### config.mk
export PLATFORM = sky130hd
export DESIGN_NAME = acc_adapter_rob
export DESIGN_NICKNAME = d
export VERILOG_FILES = /design/src/rtl/acc_pkg.sv /design/src/rtl/acc_rob_ptr.sv /design/src/rtl/acc_adapter_rob.sv
export SDC_FILE = /design/constraint.sdc
export NUM_CORES = 1
export LEC_CHECK = 0
export BUFFER_PORTS_ARGS = -buffer_cell sky130_fd_sc_hd__buf_2
export CORE_MARGIN = 2
export CORE_UTILIZATION = 45
export DETAILED_ROUTE_END_ITERATION = 16
export PLACE_DENSITY = 0.75
export SLEW_MARGIN = 20
export SYNTH_ARGS = -nofsm -noshare
export SYNTH_HDL_FRONTEND = slang
export SYNTH_HIERARCHICAL = 1
export SYNTH_SLANG_ARGS = --single-unit
### constraint.sdc
create_clock -name clk_i -period 11.25 [get_ports clk_i]
set_input_delay 2.25 -clock clk_i [delete_from_list [all_inputs] [get_ports clk_i]]
set_output_delay 2.25 -clock clk_i [all_outputs]
set_load 0.02 [all_outputs]
### src/rtl/acc_pkg.sv
// Shared accelerator-adapter types: the reorder-buffer entry typedef macro and index-width helper.
`ifndef ACC_ROB_ENTRY_T
`define ACC_ROB_ENTRY_T(name, width) \
    typedef struct packed { \
        logic               valid; \
        logic               done; \
        logic               error; \
        logic [(width)-1:0] data; \
    } name;
`endif

package acc_pkg;

    function automatic int unsigned idx_width(input int unsigned depth);
        return (depth > 1) ? $clog2(depth) : 1;
    endfunction

endpackage

### src/rtl/acc_rob_ptr.sv
// Wrap-bit pointer counter: low bits index the buffer, MSB toggles on each lap.
module acc_rob_ptr import acc_pkg::*; #(
    parameter int unsigned Depth    = 4,
    parameter int unsigned PtrWidth = idx_width(Depth) + 1
) (
    input  logic                clk,
    input  logic                rst_n,
    input  logic                inc,
    output logic [PtrWidth-1:0] ptr
);

    logic [PtrWidth-1:0] ptr_d, ptr_q;

    always_comb begin
        ptr_d = ptr_q;
        if (inc) ptr_d = ptr_q + PtrWidth'(1);
    end

    always_ff @(posedge clk or posedge rst_n) begin
        if (rst_n) ptr_q <= '0;
        else       ptr_q <= ptr_d;
    end

    assign ptr = ptr_q;

endmodule

### src/rtl/acc_adapter_rob.sv
// Accelerator adapter: tags core requests, collects out-of-order responses, returns them in order.
module acc_adapter_rob import acc_pkg::*; #(
    parameter int unsigned DataWidth = 32,
    parameter int unsigned NumRs     = 3,
    parameter int unsigned NumWb     = 2,
    parameter int unsigned Depth     = 4,
    parameter int unsigned IdWidth   = idx_width(Depth)
) (
    input  logic                       clk_i,
    input  logic                       rst_n,
    input  logic                       x_q_valid_i,
    output logic                       x_q_ready_o,
    input  logic [31:0]                x_q_instr_i,
    input  logic [NumRs*DataWidth-1:0] x_q_rs_i,
    output logic                       c_q_valid_o,
    input  logic                       c_q_ready_i,
    output logic [IdWidth-1:0]         c_q_id_o,
    output logic [31:0]                c_q_instr_o,
    output logic [NumRs*DataWidth-1:0] c_q_rs_o,
    input  logic                       c_p_valid_i,
    output logic                       c_p_ready_o,
    input  logic [IdWidth-1:0]         c_p_id_i,
    input  logic [NumWb*DataWidth-1:0] c_p_data_i,
    input  logic                       c_p_error_i,
    output logic                       x_p_valid_o,
    input  logic                       x_p_ready_i,
    output logic [NumWb*DataWidth-1:0] x_p_data_o,
    output logic                       x_p_error_o,
    output logic [IdWidth:0]           count_o
);

    `ACC_ROB_ENTRY_T(entry_t, NumWb*DataWidth)

    entry_t entries_d [Depth];
    entry_t entries_q [Depth];

    logic [IdWidth:0]   head_ptr, tail_ptr, count;
    logic [IdWidth-1:0] head_idx, tail_idx;
    logic               full, alloc, complete, release_head;

    acc_rob_ptr #(.Depth(Depth), .PtrWidth(IdWidth + 1)) u_head (
        .clk   (clk_i),
        .rst_n (rst_n),
        .inc   (release_head),
        .ptr   (head_ptr)
    );

    acc_rob_ptr #(.Depth(Depth), .PtrWidth(IdWidth + 1)) u_tail (
        .clk   (clk_i),
        .rst_n (rst_n),
        .inc   (alloc),
        .ptr   (tail_ptr)
    );

    assign head_idx = head_ptr[IdWidth-1:0];
    assign tail_idx = tail_ptr[IdWidth-1:0];
    assign count    = tail_ptr - head_ptr;
    // Registered pointers only, so a release in the same cycle cannot open a slot.
    assign full     = (count == (IdWidth + 1)'(Depth));

    assign c_q_valid_o  = x_q_valid_i & ~full & ~rst_n;
    assign x_q_ready_o  = c_q_ready_i & ~full & ~rst_n;
    assign c_q_id_o     = tail_idx;
    assign c_q_instr_o  = x_q_instr_i;
    assign c_q_rs_o     = x_q_rs_i;
    assign c_p_ready_o  = 1'b1;
    assign count_o      = count;

    assign alloc        = c_q_valid_o & c_q_ready_i;
    assign complete     = c_p_valid_i & entries_q[c_p_id_i].valid & ~entries_q[c_p_id_i].done;
    assign x_p_valid_o  = entries_q[head_idx].valid & entries_q[head_idx].done;
    assign x_p_data_o   = entries_q[head_idx].data;
    assign x_p_error_o  = entries_q[head_idx].error;
    assign release_head = x_p_valid_o & x_p_ready_i;

    // Alloc, complete and release never hit the same entry in one cycle.
    always_comb begin
        entries_d = entries_q;
        if (alloc) begin
            entries_d[tail_idx].valid = 1'b1;
            entries_d[tail_idx].done  = 1'b0;
        end
        if (complete) begin
            entries_d[c_p_id_i].done  = 1'b1;
            entries_d[c_p_id_i].data  = c_p_data_i;
            entries_d[c_p_id_i].error = c_p_error_i;
        end
        if (release_head) begin
            entries_d[head_idx].valid = 1'b0;
            entries_d[head_idx].done  = 1'b0;
        end
    end

    always_ff @(posedge clk_i or posedge rst_n) begin
        if (rst_n) begin
            for (int i = 0; i < int'(Depth); i++) entries_q[i] <= '0;
        end else begin
            entries_q <= entries_d;
        end
    end

    // Stale responses may trail a reset and are dropped; completing a done entry twice is a bug.
    a_no_double_complete: assert property (@(posedge clk_i) disable iff (rst_n)
        c_p_valid_i |-> !(entries_q[c_p_id_i].valid && entries_q[c_p_id_i].done));

endmodule

==> results of run 1 <==
==> cells by family after synthesis <==
| group | synth area share |
|---|---|
| multiplexers | 0.350 |
| flip-flops | 0.517 |
| buffers and inverters | 0.0990 |
| AND/OR/NAND/NOR | 0.0146 |
| AO/OA/AOI/OAI | 0.0108 |
| XOR/XNOR | 0.00443 |
| adder cells (fa/ha/maj) | 0.00434 |
| other | 0.000283 |
==> layer usage <==
layer,track usage,vias to the layer above,share of wire
li1,-,2957,-
met2,0.292,220,0.49
met3,0.0390,52,0.063
met1,0.235,3606,0.42
met5,0,-,0.00067
met4,0.0475,2,0.021
==> cell usage after synthesis (2+ instances only) <==
master     instances
buf_2             24
a2bb2oi_1          2
mux2_1            16
mux4_2            65
o22a_1             2
a31oi_1            2
buf_4            135
mux2_2           186
ha_1               3
xor2_1             2
and3_1             2
dfrtp_1          274
inv_1             11
nand4_1            2
nand2_1            3
mux2_4            60
buf_6             12
a311oi_1           5
a211oi_1           2
nor2_1             4
nor3b_1            2
nand3_1            2
a21oi_1            2
xnor2_1            2
==> worst reg2reg max path: cells and delay by family, from the launching register on <==
kind                       cells  cell delay (ns)
DFF                            1             0.69
and+or+nand+nor                2             0.82
muxes                          1             0.34
adders and majority gates      2             0.68
xor gates and xnor gates       1             0.29
==> power by group <==
group	internal, mW	switching (mW)	total (mW)
sequential	1.45	0.278	1.73
clock	0.535	0.379	0.913
combinational	0.961	0.829	1.79
total	2.95	1.49	4.43
==> worst max path at each step <==
stage                     to  cells past startpoint
6_report       x_p_data_o[0]                      3
3_5_place_dp     c_q_valid_o                      3
5_1_grt        x_p_data_o[0]                      3
3_3_place_gp     c_q_valid_o                      3
4_1_cts        x_p_data_o[0]                      3
2_1_floorplan      async pin                      1
==> final cells by class <==
type                            count  area share
Antenna cell                        2    0.000352
Clock buffer                       43      0.0591
Clock inverter                      6     0.00414
Inverter                           11     0.00378
Multi-Input combinational cell    383       0.360
Sequential cell                   274       0.483
Tap cell                          384      0.0338
Timing Repair Buffer              154      0.0558
==> through the flow <==
step	total power [mW]	instances	instance area, um^2	setup WS (ns)	hold WS, ns
after floorplan	3.12	840	13300	1.62	0.447
after global placement	3.49	1206	13300	6.19	0.467
after detailed placement	3.55	1206	13300	6.16	0.469
after CTS	4.49	1255	14200	5.97	0.486
after global routing	4.69	1256	14200	5.87	0.504
final	4.43	1257	14200	6.04	0.486
==> flow_summary.yaml, run 1 <==
detailed_routing:
  routed_wl_mm: 27.1
  drtAntennaViolNets: 0
  drc: 0
  vias_per_cell: 5.44
  drt-initial-drc-count: 297
  drt-pass1-iter-count: 4
  wl_per_cell_um: 21.5
  vias: 6837
cts:
  cts_inserted_buffers: 30
  clk_latency_ns: 0.55
  cts_setup_buffers: 0
  ctsRootBufferMaster: "clkbuf_16"
  clock_path_buffers: 3
  cts_hold_buf: 0
  h-tree-depth: 1
  cts_resized: 0
  cts_tree: "yes"
  clkSinkCount: 274
  clk_pin_slew_ns: 0.05
critical_path:
  timing.rr.end: "u_tail/ptr[1]"
  worst_path_largest_cell_delay_ns: 0.78
  r2r-start: "u_head/ptr[0]"
  worstSetupStartpoint: "u_head/ptr[0]"
  crit_path_start_kind: "flop"
  path_cells: "buf_4 -> mux4_2 -> buf_2"
  r2r_cells: 6
  crit_buf_inv: 2
  crit_path_max_fanout: 46
  reg2reg_slack_ns: 8.32
  worstPathArrival_ns: 2.96
  slowest_stage: "buf_4"
  worst_path_dominant_cell_family: "buffers and inverters"
  critical_path_class: "flop to output pin"
  cp.required_ns: 9.00
  crit_path_end_kind: "output pin"
synthesis:
  synth_top_cell_area_share: 0.517
  ys.flop_type: "dfrtp_1"
  seq_area_frac_synth: 0.517
  synthesis.area_um2: 13300
  yosys_warnings: 6
  synth_edf_count: 0
  synthTopCellsByArea: "dfrtp_1 (52%), mux2_2 (16%), mux4_2 (11%), buf_4 (7.6%), mux2_4 (6.8%)"
  yosys.area.top_type: "dfrtp_1"
  avgSynthCellArea_um2: 15.8
  synthDistinctLibCells: 44
  async_flop_share: 1.00
  synth_fp_nets: 1045
  synth_seq_cells: 274
  netlist_instances: 840
grt:
  antenna_found_initial: 4
  grt_pass1_vias: 7320
  globalRouteTotalUtil: 0.176
  grt_max_degree: 145
  grt_pass1_wl_mm: 42.4
  gr-total-overflow: 0
worst_hold_path:
  hold_class: "flop to flop"
  worstHoldPathCells: 1
sta:
  fin_tns_setup_ns: 0
  grt_setup_unrepaired: "no"
  maxSlewViolCount: 0
  fin_skew_ns: 0.00950
  relSlewSlack: 0.333
  max_freq_mhz: 192
  hold_violations: 0
  worstMarginPinSlew_ns: 1.00
  finalSetupViolations: 0
  fin_crit_sh: 0.464
  min_period_ns: 5.21
die:
  core-area_um2: 28900
  die_w_um: 176
  die_area_um2: 30900
  fp-row-count: 62
  io_pins: 403
  initial_utilization: 0.460
  die_h_um: 176
final_layout:
  multi_input_area_um2: 5120
  nets: 1059
  syn_to_final_growth_pct: 7.15
  seqCellArea_um2: 6860
  final_cell_mix: "dfrtp_1 (272), mux2_2 (186), buf_2 (145)"
  final_util: 0.493
  final_common_cell: "dfrtp_1"
  drive_gt1_frac: 0.589
  fillers: 2464
place:
  io_buffers: 145
  gp_congestion: 0.729
  place.detailed.hpwl_mm: 16.9
pwr:
  power.density_nw_per_um2: 312
  ir_worst_vdd_mv: 0.218
  leakagePower_nw: 6.70
run_status:
  status: "complete, no violations"
job:
  cap_violations: 0
No activity file was read; power rests on OpenSTA's default activity.
==> run 2: changes to the inputs <==
PLACE_DENSITY = 0.78   (was 0.75)
clock period = 4.45 ns   (was 11.25 ns; I/O delays follow)
==> run 2 against run 1 <==
  * Core utilization rose by 0.52 points
  * Setup slack got worse by 5.3 ns
  * Total power rose to 2.6 times the previous value
  * Cell count rose by 0.48%
  * Critical path depth rose by 3
  * Clock-buffer cell count did not move
  * Combinational power rose by 150%
  * Largest power group unchanged
==> flow_summary.yaml, run 2 (same netlist as run 1, synthesis figures left out) <==
run_status:
  status: "complete, no violations"
final_layout:
  final_common_cell: "dfrtp_1"
  seqCellArea_um2: 6860
  multi_input_area_um2: 5120
  finalNonFillerCells: 1263
  drive_gt1_frac: 0.595
  fillers: 2442
  syn_to_final_growth_pct: 8.28
  nets: 1062
  final_area_um2: 14400
  final_cell_mix: "dfrtp_1 (272), mux2_2 (186), buf_2 (145)"
cts:
  clock_path_buffers: 3
  h-tree-depth: 1
  cts_inserted_buffers: 29
  cts_hold_buf: 0
  clk_latency_ns: 0.53
  ctsRootBufferMaster: "clkbuf_16"
  clk_pin_slew_ns: 0.06
  cts_tree: "yes"
  cts_resized: 0
  clkSinkCount: 274
  cts_setup_buffers: 0
sta:
  grt_setup_unrepaired: "no"
  fin_ws_ns: 0.688
  max_freq_mhz: 266
  finalSetupViolations: 0
  maxSlewViolCount: 0
  relSlewSlack: 0.317
  hold_violations: 0
  fin_crit_sh: 0.845
  worstMarginPinSlew_ns: 1.02
  hold_ws_ns: 0.309
  min_period_ns: 3.76
  fin_tns_setup_ns: 0
  fin_skew_ns: 0.0128
pwr:
  p_clk_frac: 0.219
  p_int_mw: 7.65
  power_frac_seq: 0.390
  ir_worst_vdd_mv: 0.520
  p_comb_frac: 0.391
  p_sw_mw: 3.76
  swShare: 0.329
  leakagePower_nw: 6.77
  power.density_nw_per_um2: 794
critical_path:
  critical_path_class: "flop to output pin"
  cp.required_ns: 3.56
  worstPathArrival_ns: 2.87
  worst_path_dominant_cell_family: "flip-flops"
  path_cells: "ha_1 -> fa_1 -> xor3_1 -> and3_1 -> nor3b_1 -> buf_2"
  worst_path_largest_cell_delay_ns: 0.75
  crit_buf_inv: 1
  slowest_stage: "dfrtp_4"
  crit_path_end_kind: "output pin"
  crit_path_start_kind: "flop"
  crit_path_max_fanout: 41
die:
  core-area_um2: 28900
  die_area_um2: 30900
  die_h_um: 176
  initial_utilization: 0.460
  die_w_um: 176
  fp-row-count: 62
  io_pins: 403
place:
  gp_congestion: 0.789
  place_area_um2: 13400
  place.detailed.hpwl_mm: 16.6
  placed_cells: 1210
  dpl_worst_slack_ns: 1.22
  io_buffers: 145
grt:
  grt_pass1_vias: 7348
  grt_max_degree: 93
  antenna_found_initial: 2
  globalRouteTotalUtil: 0.170
  grt_pass1_wl_mm: 41.5
  gr-total-overflow: 0
detailed_routing:
  drtAntennaViolNets: 0
  vias_per_cell: 5.44
  routed_wl_mm: 26.0
  vias: 6869
  wl_per_cell_um: 20.6
  drt-initial-drc-count: 403
  drc: 0
  drt-pass1-iter-count: 4
job:
  cap_violations: 0
worst_hold_path:
  hold_class: "input pin to async pin"
-- run 2: changes by cell type in the layout (fill, tap and decap cells not counted), moves of 2 or more --
cell        previous run  this run
clkbuf_8               2         7
buf_12                 0         3
bufinv_16              1         4
clkbuf_1              10         7
clkbuf_16             31        29
clkinvlp_4             0         2
-- run 2: final timing paths --
check,startpoint,cells past startpoint,endpoint,slack [ns]
worst max-delay path,u_head/ptr[0],6,x_q_ready_o,0.69
worst min-delay path,rst_n,2,u_tail/ptr[1],0.31
worst max register to register,u_head/ptr[0],6,u_tail/ptr[1],1.43
worst min register to register,flop,1,flop,0.49
max in group asynchronous,rst_n,3,async pin,2.92
min in group clk_i,flop,1,flop,0.49
-- run 2: layer usage --
layer | share of wire | routed length, um | GRT usage | vias to the layer above
li1 | - | - | - | 2960
met1 | 0.44 | 11400 | 0.229 | 3645
met2 | 0.47 | 12300 | 0.274 | 202
met3 | 0.064 | 1650 | 0.0420 | 60
met4 | 0.024 | 621 | 0.0489 | 2
met5 | 0.00027 | 7 | 0 | -
-- run 2: cell type report --
class | count | share of cell area
timing repair buffer | 158 | 0.0599
clock inverter | 8 | 0.00993
clock buffer | 43 | 0.0591
antenna | 2 | 0.000348
inverter | 11 | 0.00314
sequential | 274 | 0.478
multi-input combinational | 383 | 0.356
tap | 384 | 0.0334
-- run 2: worst reg2reg max path, delay by kind of cell (launching register included) --
kind / cells / cell delay (ns)
xor gates and xnor gates: 1 / 0.28
DFF: 1 / 0.75
muxes: 1 / 0.35
adders and majority gates: 2 / 0.71
and+or+nand+nor: 2 / 0.81
-- run 2: metrics by stage --
stage	total power [mW]	util
after floorplan	7.88	-
after global placement	8.84	0.463
after detailed placement	8.99	0.463
after CTS	11.5	0.498
after global routing	12.0	0.498
final	11.4	0.498
-- run 2: power by group through the flow --
stage / clock (mW) / sequential, mW / combinational [mW]
global route: 2.66 / 4.61 / 4.76
floorplan: 0 / 4.11 / 3.77
finish: 2.49 / 4.45 / 4.46
detailed placement: 0 / 4.49 / 4.50
CTS: 2.56 / 4.46 / 4.51
global placement: 0 / 4.43 / 4.41
==> run 3: changes to the inputs <==
ABC_AREA = 1   (was default)
clock period = 3.2 ns   (was 4.45 ns; I/O delays follow)
==> run 3 against run 2 <==
  * Worst hold slack better by 0.079 ns
  * Via count is 39% higher
  * Sequential share of layout area is 0.38 points higher
  * Core utilization is 0.31 points lower
  * Area after synthesis is 0.57% lower
  * Flip-flop and latch count stayed put
  * Register-to-register slack worse by 0.47 ns
  * Combinational power is 42% higher
  * Final area is 0.89% lower
  * Clock skew is 0.012 ns higher
  * Die area is 0.55% lower
  * Wire length is 22% higher
  * Critical path type unchanged
==> flow_summary.yaml, run 3 <==
run_status:
  status: "complete, no violations"
sta:
  fin_skew_ns: 0.0247
  relSlewSlack: 0.389
  min_period_ns: 3.04
  max_freq_mhz: 328
  worstMarginPinSlew_ns: 0.916
  grt_setup_unrepaired: "no"
  fin_tns_setup_ns: 0
  maxSlewViolCount: 0
  finalSetupViolations: 0
  fin_crit_sh: 0.952
  hold_violations: 0
grt:
  gr-total-overflow: 0
  antenna_found_initial: 0
  globalRouteTotalUtil: 0.203
  grt_pass1_vias: 9487
  grt_max_degree: 155
  grt_pass1_wl_mm: 50.3
job:
  cap_violations: 0
cts:
  cts_setup_buffers: 0
  h-tree-depth: 1
  ctsRootBufferMaster: "clkbuf_16"
  clk_pin_slew_ns: 0.06
  clkSinkCount: 274
  clk_latency_ns: 0.55
  clock_path_buffers: 3
  cts_inserted_buffers: 29
  cts_tree: "yes"
critical_path:
  worstPathArrival_ns: 2.40
  timing.rr.end: "u_tail/ptr[2]"
  cp.required_ns: 2.56
  crit_path_start_kind: "flop"
  crit_buf_inv: 3
  worst_path_largest_cell_delay_ns: 0.49
  reg2reg_slack_ns: 0.96
  r2r_cells: 10
  worst_path_dominant_cell_family: "adder cells"
  path_cells: "ha_1 -> fa_1 -> nand2_1 -> inv_1 -> nand3_1 -> nand3_1 -> inv_1 -> buf_2"
  slowest_stage: "dfrtp_1"
  r2r-start: "u_head/ptr[0]"
  crit_path_end_kind: "output pin"
  critical_path_class: "flop to output pin"
  crit_path_max_fanout: 7
final_layout:
  drive_gt1_frac: 0.222
  syn_to_final_growth_pct: 7.93
  final_cell_mix: "nand2_1 (390), dfrtp_1 (273), buf_2 (145)"
  antennaDiodeCount: 0
  final_util: 0.495
  nets: 1609
  final_common_cell: "nand2_1"
  fillers: 2708
worst_hold_path:
  worstHoldPathCells: 3
  hp-start: "c_p_error_i"
  hold_class: "input pin to flop"
synthesis:
  synth_edf_count: 0
  seq_area_frac_synth: 0.520
  synthTopCellsByArea: "dfrtp_1 (52%), nand2_1 (11%), buf_4 (7.3%), a22oi_1 (5.9%), o21ai_2 (5.8%)"
  synthDistinctLibCells: 26
  yosys.area.top_type: "dfrtp_1"
  avgSynthCellArea_um2: 9.28
  netlist_instances: 1422
  synth_seq_cells: 274
  synth_fp_nets: 1627
  ys.flop_type: "dfrtp_1"
  yosys_warnings: 6
  synth_top_cell_area_share: 0.520
  synth_top_cells_by_count: "nand2_1 (390), dfrtp_1 (274), buf_4 (129)"
  synthMostInstantiatedCell: "nand2_1"
  async_flop_share: 1.00
  synthesis.area_um2: 13200
detailed_routing:
  drt-initial-drc-count: 665
  drc: 0
  wl_per_cell_um: 17.5
  drtAntennaViolNets: 0
  vias: 9558
  vias_per_cell: 5.28
  drt-pass1-iter-count: 5
  routed_wl_mm: 31.8
pwr:
  ir_worst_vdd_mv: 0.635
  power.density_nw_per_um2: 1140
  leakagePower_nw: 7.19
die:
  fp-row-count: 62
  die_w_um: 175
  die_area_um2: 30700
  core-area_um2: 28800
  io_pins: 403
  initial_utilization: 0.458
  die_h_um: 175
place:
  place.detailed.hpwl_mm: 19.7
  gp_congestion: 0.801
  io_buffers: 145
[run 3: worst max path at each step]
| stage | endpoint | startpoint | cells after the start |
|---|---|---|---|
| after floorplan | x_q_ready_o | rst_n | 3 |
| after global routing | x_q_ready_o | u_head/ptr[0] | 8 |
| final | x_q_ready_o | u_head/ptr[0] | 8 |
| after detailed placement | x_q_ready_o | u_head/ptr[0] | 8 |
| after CTS | x_q_ready_o | u_head/ptr[0] | 8 |
| after global placement | x_q_ready_o | u_head/ptr[0] | 8 |
[run 3: kinds of logic (layout without fill, tap and decap cells)]
family / Yosys count / count (layout) / synth area share
adder cells (fa/ha/maj): 4 / 4 / 0.00436
AO/OA/AOI/OAI: 374 / 374 / 0.186
buffers and inverters: 314 / 319 / 0.150
flip-flops: 274 / 274 / 0.520
AND/OR/NAND/NOR: 453 / 453 / 0.138
other: 1 / 1 / 0.000284
XOR/XNOR: 2 / 2 / 0.00133
[run 3: cell type report]
type,count,area (um^2),share of cell area
flip-flops and latches,274,6860,0.482
multi-input cells,834,4410,0.310
repair buffers,164,1030,0.0726
clock buffers,41,851,0.0598
well taps,384,480,0.0337
inverters,101,383,0.0269
clock inverters,13,221,0.0156
[run 3: timing repair]
action / in CTS / in global routing
endpoints found under the hold margin: 6 / 0
gates resized for setup: 0 / 1
endpoints found under the setup margin: 0 / 1
hold buffers: 1 / 0
[run 3: routing by layer]
layer  track usage  vias to the layer above  wire, um
met5       0.00160                        -         0
met3        0.0505                       71      2570
met4        0.0767                        0      1020
met2         0.341                      375     15300
li1              -                     4533         -
met1         0.253                     4579     12800
[run 3: worst reg2reg max path, delay by kind of cell, from the launching register on]
kind / cells / cell delay, ns
buffers and inverters: 2 / 0.07
and+or+nand+nor: 6 / 0.87
adders and majority gates: 2 / 0.71
DFF: 1 / 0.49
[run 3: power breakdown]
group	leakage (nW)	switching [mW]	internal (mW)
Combinational	3.25	4.04	2.29
Clock	0.529	1.38	2.33
Sequential	3.41	1.01	5.21
[run 3: stage by stage]
stage	cell area, um^2	std cells	worst slack [ns]	hold WS (ns)	total power [mW]
floorplan	13200	1422	-2.62	0.394	10.6
global placement	13200	1756	0.732	0.464	12.3
detailed placement	13200	1756	0.701	0.467	12.6
CTS	14200	1811	0.126	0.373	16.4
global route	14200	1811	0.00734	0.399	17.4
finish	14200	1811	0.155	0.388	16.3
